$ cat src/rtl/sync_fifo_param.sv
// sync_fifo_param: parametrised single-clock FIFO with occupancy count,
// almost-full/almost-empty thresholds and a one-cycle read-valid strobe.
// Optional feature macro: SYNC_FIFO_ERR_EN enables the sticky
// overflow/underflow flags; without it both flags read 0 and err_clr is unused.
module sync_fifo_param #(
  parameter int DATA_W   = 8,
  parameter int DEPTH    = 16,
  parameter int AF_LEVEL = 14,
  parameter int AE_LEVEL = 2
) (
  input  logic                         clk,
  input  logic                         rst,
  input  logic                         we,
  input  logic                         re,
  input  logic [DATA_W-1:0]            data_in,
  input  logic                         err_clr,
  output logic [DATA_W-1:0]            data_out,
  output logic                         rd_valid,
  output logic                         full,
  output logic                         empty,
  output logic                         almost_full,
  output logic                         almost_empty,
  output logic [$clog2(DEPTH):0]       count,
  output logic                         overflow,
  output logic                         underflow
);

  localparam int ADDR_W = $clog2(DEPTH);

  // Thresholds sized to the count register so the flag decodes compare
  // equal-width operands.
  localparam logic [ADDR_W:0]   CNT_FULL = (ADDR_W+1)'(DEPTH);
  localparam logic [ADDR_W:0]   CNT_AF   = (ADDR_W+1)'(AF_LEVEL);
  localparam logic [ADDR_W:0]   CNT_AE   = (ADDR_W+1)'(AE_LEVEL);
  localparam logic [ADDR_W:0]   CNT_ONE  = (ADDR_W+1)'(1);
  localparam logic [ADDR_W-1:0] PTR_ONE  = ADDR_W'(1);

  logic [DATA_W-1:0] mem [DEPTH];

  logic [ADDR_W-1:0] wr_ptr_q, wr_ptr_d;
  logic [ADDR_W-1:0] rd_ptr_q, rd_ptr_d;
  logic [ADDR_W:0]   count_q, count_d;
  logic [DATA_W-1:0] data_out_q, data_out_d;
  logic              rd_valid_q, rd_valid_d;

  logic rd_ok;
  logic wr_ok;

  // Status flags are pure decodes of the registered count.
  always_comb begin
    full         = (count_q == CNT_FULL);
    empty        = (count_q == '0);
    almost_full  = (count_q >= CNT_AF);
    almost_empty = (count_q <= CNT_AE);
  end

  // Accept logic: a read frees a slot so a full FIFO can still take a write
  // in the same cycle; an empty FIFO never accepts a read.
  always_comb begin
    rd_ok = re & ~empty;
    wr_ok = we & (~full | rd_ok);
  end

  // Next-state for pointers, occupancy and the registered read port.
  always_comb begin
    wr_ptr_d   = wr_ptr_q;
    rd_ptr_d   = rd_ptr_q;
    count_d    = count_q;
    data_out_d = data_out_q;
    rd_valid_d = 1'b0;
    if (wr_ok) begin
      wr_ptr_d = wr_ptr_q + PTR_ONE;
    end
    if (rd_ok) begin
      rd_ptr_d   = rd_ptr_q + PTR_ONE;
      data_out_d = mem[rd_ptr_q];
      rd_valid_d = 1'b1;
    end
    if (wr_ok && !rd_ok) begin
      count_d = count_q + CNT_ONE;
    end else if (rd_ok && !wr_ok) begin
      count_d = count_q - CNT_ONE;
    end
  end

  // Control and read-port registers; contents are discarded on reset.
  always_ff @(posedge clk or negedge rst) begin
    if (!rst) begin
      wr_ptr_q   <= '0;
      rd_ptr_q   <= '0;
      count_q    <= '0;
      data_out_q <= '0;
      rd_valid_q <= 1'b0;
    end else begin
      wr_ptr_q   <= wr_ptr_d;
      rd_ptr_q   <= rd_ptr_d;
      count_q    <= count_d;
      data_out_q <= data_out_d;
      rd_valid_q <= rd_valid_d;
    end
  end

  // Storage array is intentionally left unreset; only accepted writes land.
  always_ff @(posedge clk) begin
    if (wr_ok) begin
      mem[wr_ptr_q] <= data_in;
    end
  end

  assign data_out = data_out_q;
  assign rd_valid = rd_valid_q;
  assign count    = count_q;

`ifdef SYNC_FIFO_ERR_EN
  logic overflow_q, overflow_d;
  logic underflow_q, underflow_d;

  // Sticky error flags: a new error in the same cycle as err_clr wins.
  always_comb begin
    overflow_d  = overflow_q;
    underflow_d = underflow_q;
    if (err_clr) begin
      overflow_d  = 1'b0;
      underflow_d = 1'b0;
    end
    if (we & ~wr_ok) begin
      overflow_d = 1'b1;
    end
    if (re & ~rd_ok) begin
      underflow_d = 1'b1;
    end
  end

  // Error flag registers.
  always_ff @(posedge clk or negedge rst) begin
    if (!rst) begin
      overflow_q  <= 1'b0;
      underflow_q <= 1'b0;
    end else begin
      overflow_q  <= overflow_d;
      underflow_q <= underflow_d;
    end
  end

  assign overflow  = overflow_q;
  assign underflow = underflow_q;
`else
  logic unused_err_clr;

  assign unused_err_clr = err_clr;
  assign overflow       = 1'b0;
  assign underflow      = 1'b0;
`endif

endmodule
$ cat config.mk
export PLATFORM = sky130hd
export DESIGN_NAME = sync_fifo_param
export DESIGN_NICKNAME = d
export VERILOG_FILES = /design/src/rtl/sync_fifo_param.sv
export SDC_FILE = /design/constraint.sdc
export NUM_CORES = 1
export LEC_CHECK = 0
export BUFFER_PORTS_ARGS = -buffer_cell sky130_fd_sc_hd__clkbuf_2
export CORE_MARGIN = 1.5
export CORE_UTILIZATION = 45
export DETAILED_ROUTE_END_ITERATION = 10
export HOLD_SLACK_MARGIN = 0.05
export SETUP_SLACK_MARGIN = 0.4
export SLEW_MARGIN = 10
export SYNTH_ARGS = -nofsm -noshare
export SYNTH_HDL_FRONTEND = slang
export SYNTH_SLANG_ARGS = --single-unit
$ cat constraint.sdc
create_clock -name clk -period 5.7 [get_ports clk]
set_input_delay 0.57 -clock clk [delete_from_list [all_inputs] [get_ports clk]]
set_output_delay 0.57 -clock clk [all_outputs]
set_load 0.005 [all_outputs]
== Word-level counts from Yosys, hierarchy flattened ==
Memory sizes are Yosys's and may differ from the RTL's. A register that Yosys moved wholly into a read port is not among the register bits.
Index checks and enable logic that the tools add are counted.

* RAM bits: 128
* Output and inout port bits: 20
* Logic and storage cells: 29
* Register bits: 14
* Memories: 1

{| class="wikitable"
|+ Memory list
! name !! depth !! width !! rd ports !! clocked after memory_dff !! write ports !! RTL line !! text
|-
| mem || 16 || 8 || 1 || 1 || 1 || 38 || <nowiki>logic [DATA_W-1:0] mem [DEPTH];</nowiki>
|}

* Reductions and logical operators: 7
* Muxes and demuxes: 5
* Order comparisons: 2
* Bitwise gates (word level): 5
* Eq/ne operators: 1
* Add/sub/neg operators: 4

{| class="wikitable"
|+ Operators with widths
! operator !! number
|-
| 2-to-1 mux 5 bit || 2
|-
| adder 4 x 1 -> 4 bit, second input constant || 2
|-
| adder 5 x 1 -> 5 bit, second input constant || 1
|-
| == test 5 bit, second input constant || 1
|-
| greater-or-equal comparator 5 x 4 -> 1 bit, second input constant || 1
|-
| <= comparator 5 x 2 -> 1 bit, second input constant || 1
|-
| zero test 5 bit || 1
|-
| subtractor 5 x 1 -> 5 bit, second input constant || 1
|-
| zero test 1 bit || 3
|-
| 2-to-1 mux 1 bit || 3
|-
| AND 1 bit || 2
|-
| logical AND 1 bit || 2
|-
| inverter 1 bit || 2
|-
| nonzero test 2 bit || 1
|-
| bitwise OR 1 bit || 1
|}

== Depth between registers and ports, before layout ==
* Depth in word-level cells: 9
* Mapped depth: 10

== Worst setup path before layout ==
OpenSTA, ideal clock, no wires.

* Path kind: flip-flop to flip-flop
* From: reg count_q[0], in the netlist count[0]
* To: reg count_q[4], in the netlist count[4]
* Slack: 2.831 ns
* Cell stages (with the launch flop): 11
* Arrival time: 2.789 ns
* Period minus slack after synthesis: 2.869 ns
* Cell sequence: dfrtp_1 -> or4_4 -> o21ai_4 -> buf_6 -> ha_1 -> inv_1 -> fa_1 -> a21o_1 -> a21oi_1 -> mux2i_1 -> xnor2_1

* Cells in the longest elaborated chain, start to end: 8
* Elaborated cells on any way between the ends: 16

{| class="wikitable"
|+ RTL lines
! element !! RTL line !! text
|-
| start: declaration || 42 || <nowiki>logic [ADDR_W:0] count_q, count_d;</nowiki>
|-
| start signal: assignment || 97 || <nowiki>count_q <= count_d;</nowiki>
|-
| zero test 5 bit || 52 || <nowiki>empty = (count_q == '0);</nowiki>
|-
| inverter 1 bit || 60 || <nowiki>rd_ok = re & ~empty;</nowiki>
|-
| AND 1 bit || 60 ||
|-
| bitwise OR 1 bit || 61 || <nowiki>wr_ok = we & (~full | rd_ok);</nowiki>
|-
| AND 1 bit || 61 ||
|-
| zero test 1 bit || 81 || <nowiki>end else if (rd_ok && !wr_ok) begin</nowiki>
|-
| logical AND 1 bit || 81 ||
|-
| nonzero test 2 bit (no source line) || -- ||
|}

Several ways; a longest one is shown, not always the timed one. The select of a mux whose other input is x is not followed.
A chain may end at the register's enable or synchronous reset.

== Worst setup path after layout ==
Ends and elaborated chain as after synthesis.

==> impl_metrics.py <==
metrics = {
    "setup_path": {
        "required_ps": 6040,
        "arrival_ps": 3480,
        "cp_max_fo": 19,
        "slowest_stage": "or4_4",
        "worstPathCellList": "or4_4 > o21ai_4 > ha_1 > inv_1 > fa_1 > a21o_1 > a21oi_1 > mux2i_1 > xnor2_1",
        "startpoint_type": "flip-flop",
        "r2r-end": "count[4]$_DFFE_PN0P_",
        "path_class": "reg2reg",
        "r2r_cells": 9,
        "critPathBufInv": 1,
        "critical_path.top_delay_family": "compound AO/OA/AOI/OAI gates",
        "r2r_start": "count[0]$_DFFE_PN0P_",
        "r2r_slack_ps": 2550,
        "cp_slowest_stage_delay_ps": 620,
        "crit_path_end_kind": "flip-flop",
    },
    "final_layout": {
        "diodes": 0,
        "multi_input_area_um2": 1540,
        "final_cell_count_no_fill": 540,
        "seq_area_um2": 4400,
        "final_area_um2": 7000,
        "syn_to_final_growth_pct": 15.7,
        "final_layout_size_suffix_gt1_frac": 0.291,
        "n_fill_cell": 1026,
        "final_net_count": 374,
    },
    "floorplanning": {
        "dieWidth_um": 119,
        "initial_core_util": 0.459,
        "die_h_um": 119,
        "std_cell_rows": 42,
        "design.die.area_um2": 14200,
        "core_area_um2": 13200,
        "io_pins": 33,
    },
    "synth": {
        "synth_cells": 313,
        "syn_area_um2": 6050,
        "yosys_warnings": 0,
        "avgSynthCellArea_um2": 19.3,
        "yosysTopAreaCell": "edfxtp_1",
        "ys_seq_area_frac": 0.726,
        "synth_top_area_share": 0.635,
        "synth.distinct_cells": 35,
        "synth_seq_cells": 150,
        "synth_area_leaders": "edfxtp_1 (64%), mux4_2 (11%), dfrtp_1 (9.1%)",
    },
    "power_and_ir_drop": {
        "power_frac_seq": 0.419,
        "p_int_mw": 2.55,
        "pwr-share-comb": 0.262,
        "p_sw_mw": 1.06,
        "vdd_drop_max_mv": 0.254,
        "leakage_nw": 2.47,
        "clkPwrFrac": 0.320,
        "power_density_nw_per_um2": 516,
        "switching_share": 0.293,
        "power_mw": 3.61,
    },
    "place": {
        "place_hpwl_mm": 7.04,
        "place.gp.congestion": 0.810,
        "port_buffers": 29,
        "placedCellCount": 508,
        "dpl_cell_area_um2": 6390,
    },
    "sta": {
        "max_slew.worst_pin.slew_ps": 956,
        "fmax_mhz": 318,
        "slew_violations": 0,
        "finalSetupTns_ps": 0,
        "setup_viol": 0,
        "hold_viol": 0,
        "finalCritPeriodShare": 0.552,
        "rsz0062_at_grt": "false",
        "clock_skew_ps": 9.75,
        "maxSlewHeadroom": 0.361,
        "min_period_ps": 3150,
    },
    "run_status": {
        "status": "complete, no violations",
    },
    "routing": {
        "avgViaCountPerCell": 5.36,
        "drtIter0Drc": 315,
        "routedWlPerCell_um": 21.1,
        "vias": 2894,
        "drtPass1Iterations": 4,
        "antenna_left": 0,
        "drc_errors": 0,
        "totalWireLength_mm": 11.4,
    },
    "global_route": {
        "grt_pass1_wl_mm": 17.7,
        "track_usage": 0.175,
        "grt_pass1_vias": 2963,
        "grt-ovfl-total": 0,
        "antenna_found_initial": 0,
        "grt_max_degree": 35,
    },
    "cts": {
        "clkSlewWorstSetupHoldPaths_ps": 60,
        "cts_htree_levels": 4,
        "hold_buffers": 0,
        "cts.sinks": 150,
        "clk_path_buf_depth": 2,
        "cts_tree": "yes",
        "cts_root_buf": "clkbuf_16",
        "numCtsBuffers": 17,
        "clk_latency_ps": 410,
        "cts_resized": 0,
        "post_cts_buffers": 0,
    },
    "run": {
        "cap_viol_max_count": 0,
    },
    "hold_path": {
        "hold_class": "in2async",
    },
}
==> placed cells by master (no fill, tap or decap), types with 4 or more instances in the layout <==
master / n
and2_1: 4
a21o_1: 9
nor2_1: 9
ha_1: 9
inv_1: 8
nor4_2: 4
buf_4: 6
xnor2_1: 9
mux4_2: 30
edfxtp_1: 128
clkbuf_2: 29
and3_1: 4
clkbuf_16: 17
dfrtp_1: 21
nand2_1: 12
bufinv_16: 4
a211oi_1: 7
mux2i_1: 8
o22ai_1: 7
==> final cells by class <==
class	instances	area share
clock inverters	14	0.0263
inverters	10	0.00536
well taps	176	0.0315
multi-input cells	137	0.220
clock buffers	18	0.0613
flip-flops and latches	150	0.628
repair buffers	35	0.0272
==> per-stage QoR <==
step,hold slack [ps],setup WS (ps),util
after floorplan,274,2830,-
after global placement,458,2600,0.484
after detailed placement,463,2540,0.484
after CTS,145,2510,0.531
after global routing,172,2320,0.531
final,137,2550,0.531
==> flip-flops by register name, indices dropped and copies added, names as in the netlist <==
register  count
mem         128
wr_ptr_q      4
count         5
rd_valid      1
rd_ptr_q      4
data_out      8
==> how the worst max path moves through the flow <==
stage          slack, ps  cells after the start            startpoint                   end
2_1_floorplan       2830                     10  count[0]$_DFFE_PN0P_  count[4]$_DFFE_PN0P_
3_3_place_gp        2600                      9  count[0]$_DFFE_PN0P_  count[4]$_DFFE_PN0P_
3_5_place_dp        2540                      9  count[0]$_DFFE_PN0P_  count[4]$_DFFE_PN0P_
4_1_cts             2510                      9  count[0]$_DFFE_PN0P_  count[4]$_DFFE_PN0P_
5_1_grt             2320                      9  count[0]$_DFFE_PN0P_  count[4]$_DFFE_PN0P_
6_report            2550                      9  count[0]$_DFFE_PN0P_  count[4]$_DFFE_PN0P_
==> metal layers <==
| metal | part of all wire | global-route usage | up-vias | wire (µm) |
|---|---|---|---|---|
| li1 | - | - | 1322 | - |
| met1 | 0.47 | 0.250 | 1477 | 5400 |
| met2 | 0.47 | 0.260 | 78 | 5360 |
| met3 | 0.036 | 0.0398 | 17 | 415 |
| met4 | 0.018 | 0.0745 | 0 | 209 |
| met5 | 0 | 0 | - | 0 |
==> worst reg2reg max path: stages, from the launching register on <==
cell	delay [ps]
dfrtp_1	460
or4_4	620
o21ai_4	440
ha_1	260
inv_1	110
fa_1	420
a21o_1	200
a21oi_1	180
mux2i_1	240
xnor2_1	140
==> Yosys cell counts <==
cell type / number
dfrtp_1: 22
and2_1: 4
a2111oi_0: 1
nand4_1: 2
ha_1: 9
mux4_1: 3
buf_6: 2
a21oi_1: 2
and3_1: 4
a211oi_1: 7
fa_1: 1
o21ai_4: 2
conb_1: 1
inv_1: 8
mux4_2: 30
inv_2: 2
buf_4: 6
clkbuf_1: 5
nor2_1: 9
o22ai_1: 7
buf_2: 4
or4_4: 1
mux2i_1: 8
edfxtp_1: 128
nor3b_1: 1
nor4_1: 4
nand2_1: 12
mux2_2: 1
xor2_1: 1
xnor2_1: 9
nand2b_1: 2
o21ai_0: 3
nand3_1: 2
a21o_1: 9
or2_2: 1
==> cell families (layout without fill, tap and decap cells) <==
kind of cell | after synthesis | after routing | share of synthesized area
mux | 42 | 42 | 0.140
xor+xnor | 10 | 10 | 0.0145
other cells | 1 | 2 | 0.000620
compound gates | 31 | 31 | 0.0380
simple gates | 42 | 42 | 0.0353
fa+ha+maj | 10 | 10 | 0.0219
buf+inv | 27 | 77 | 0.0238
flops | 150 | 150 | 0.726
==> power groups by stage <==
stage          sequential, mW  clock [mW]  combinational [mW]
2_1_floorplan            1.46           0               0.743
4_1_cts                  1.52        1.17               0.970
6_report                 1.51        1.15               0.945
3_5_place_dp             1.54           0               0.967
5_1_grt                  1.53        1.21                1.04
3_3_place_gp             1.53           0               0.953
Power figures use the tool's default switching activity.
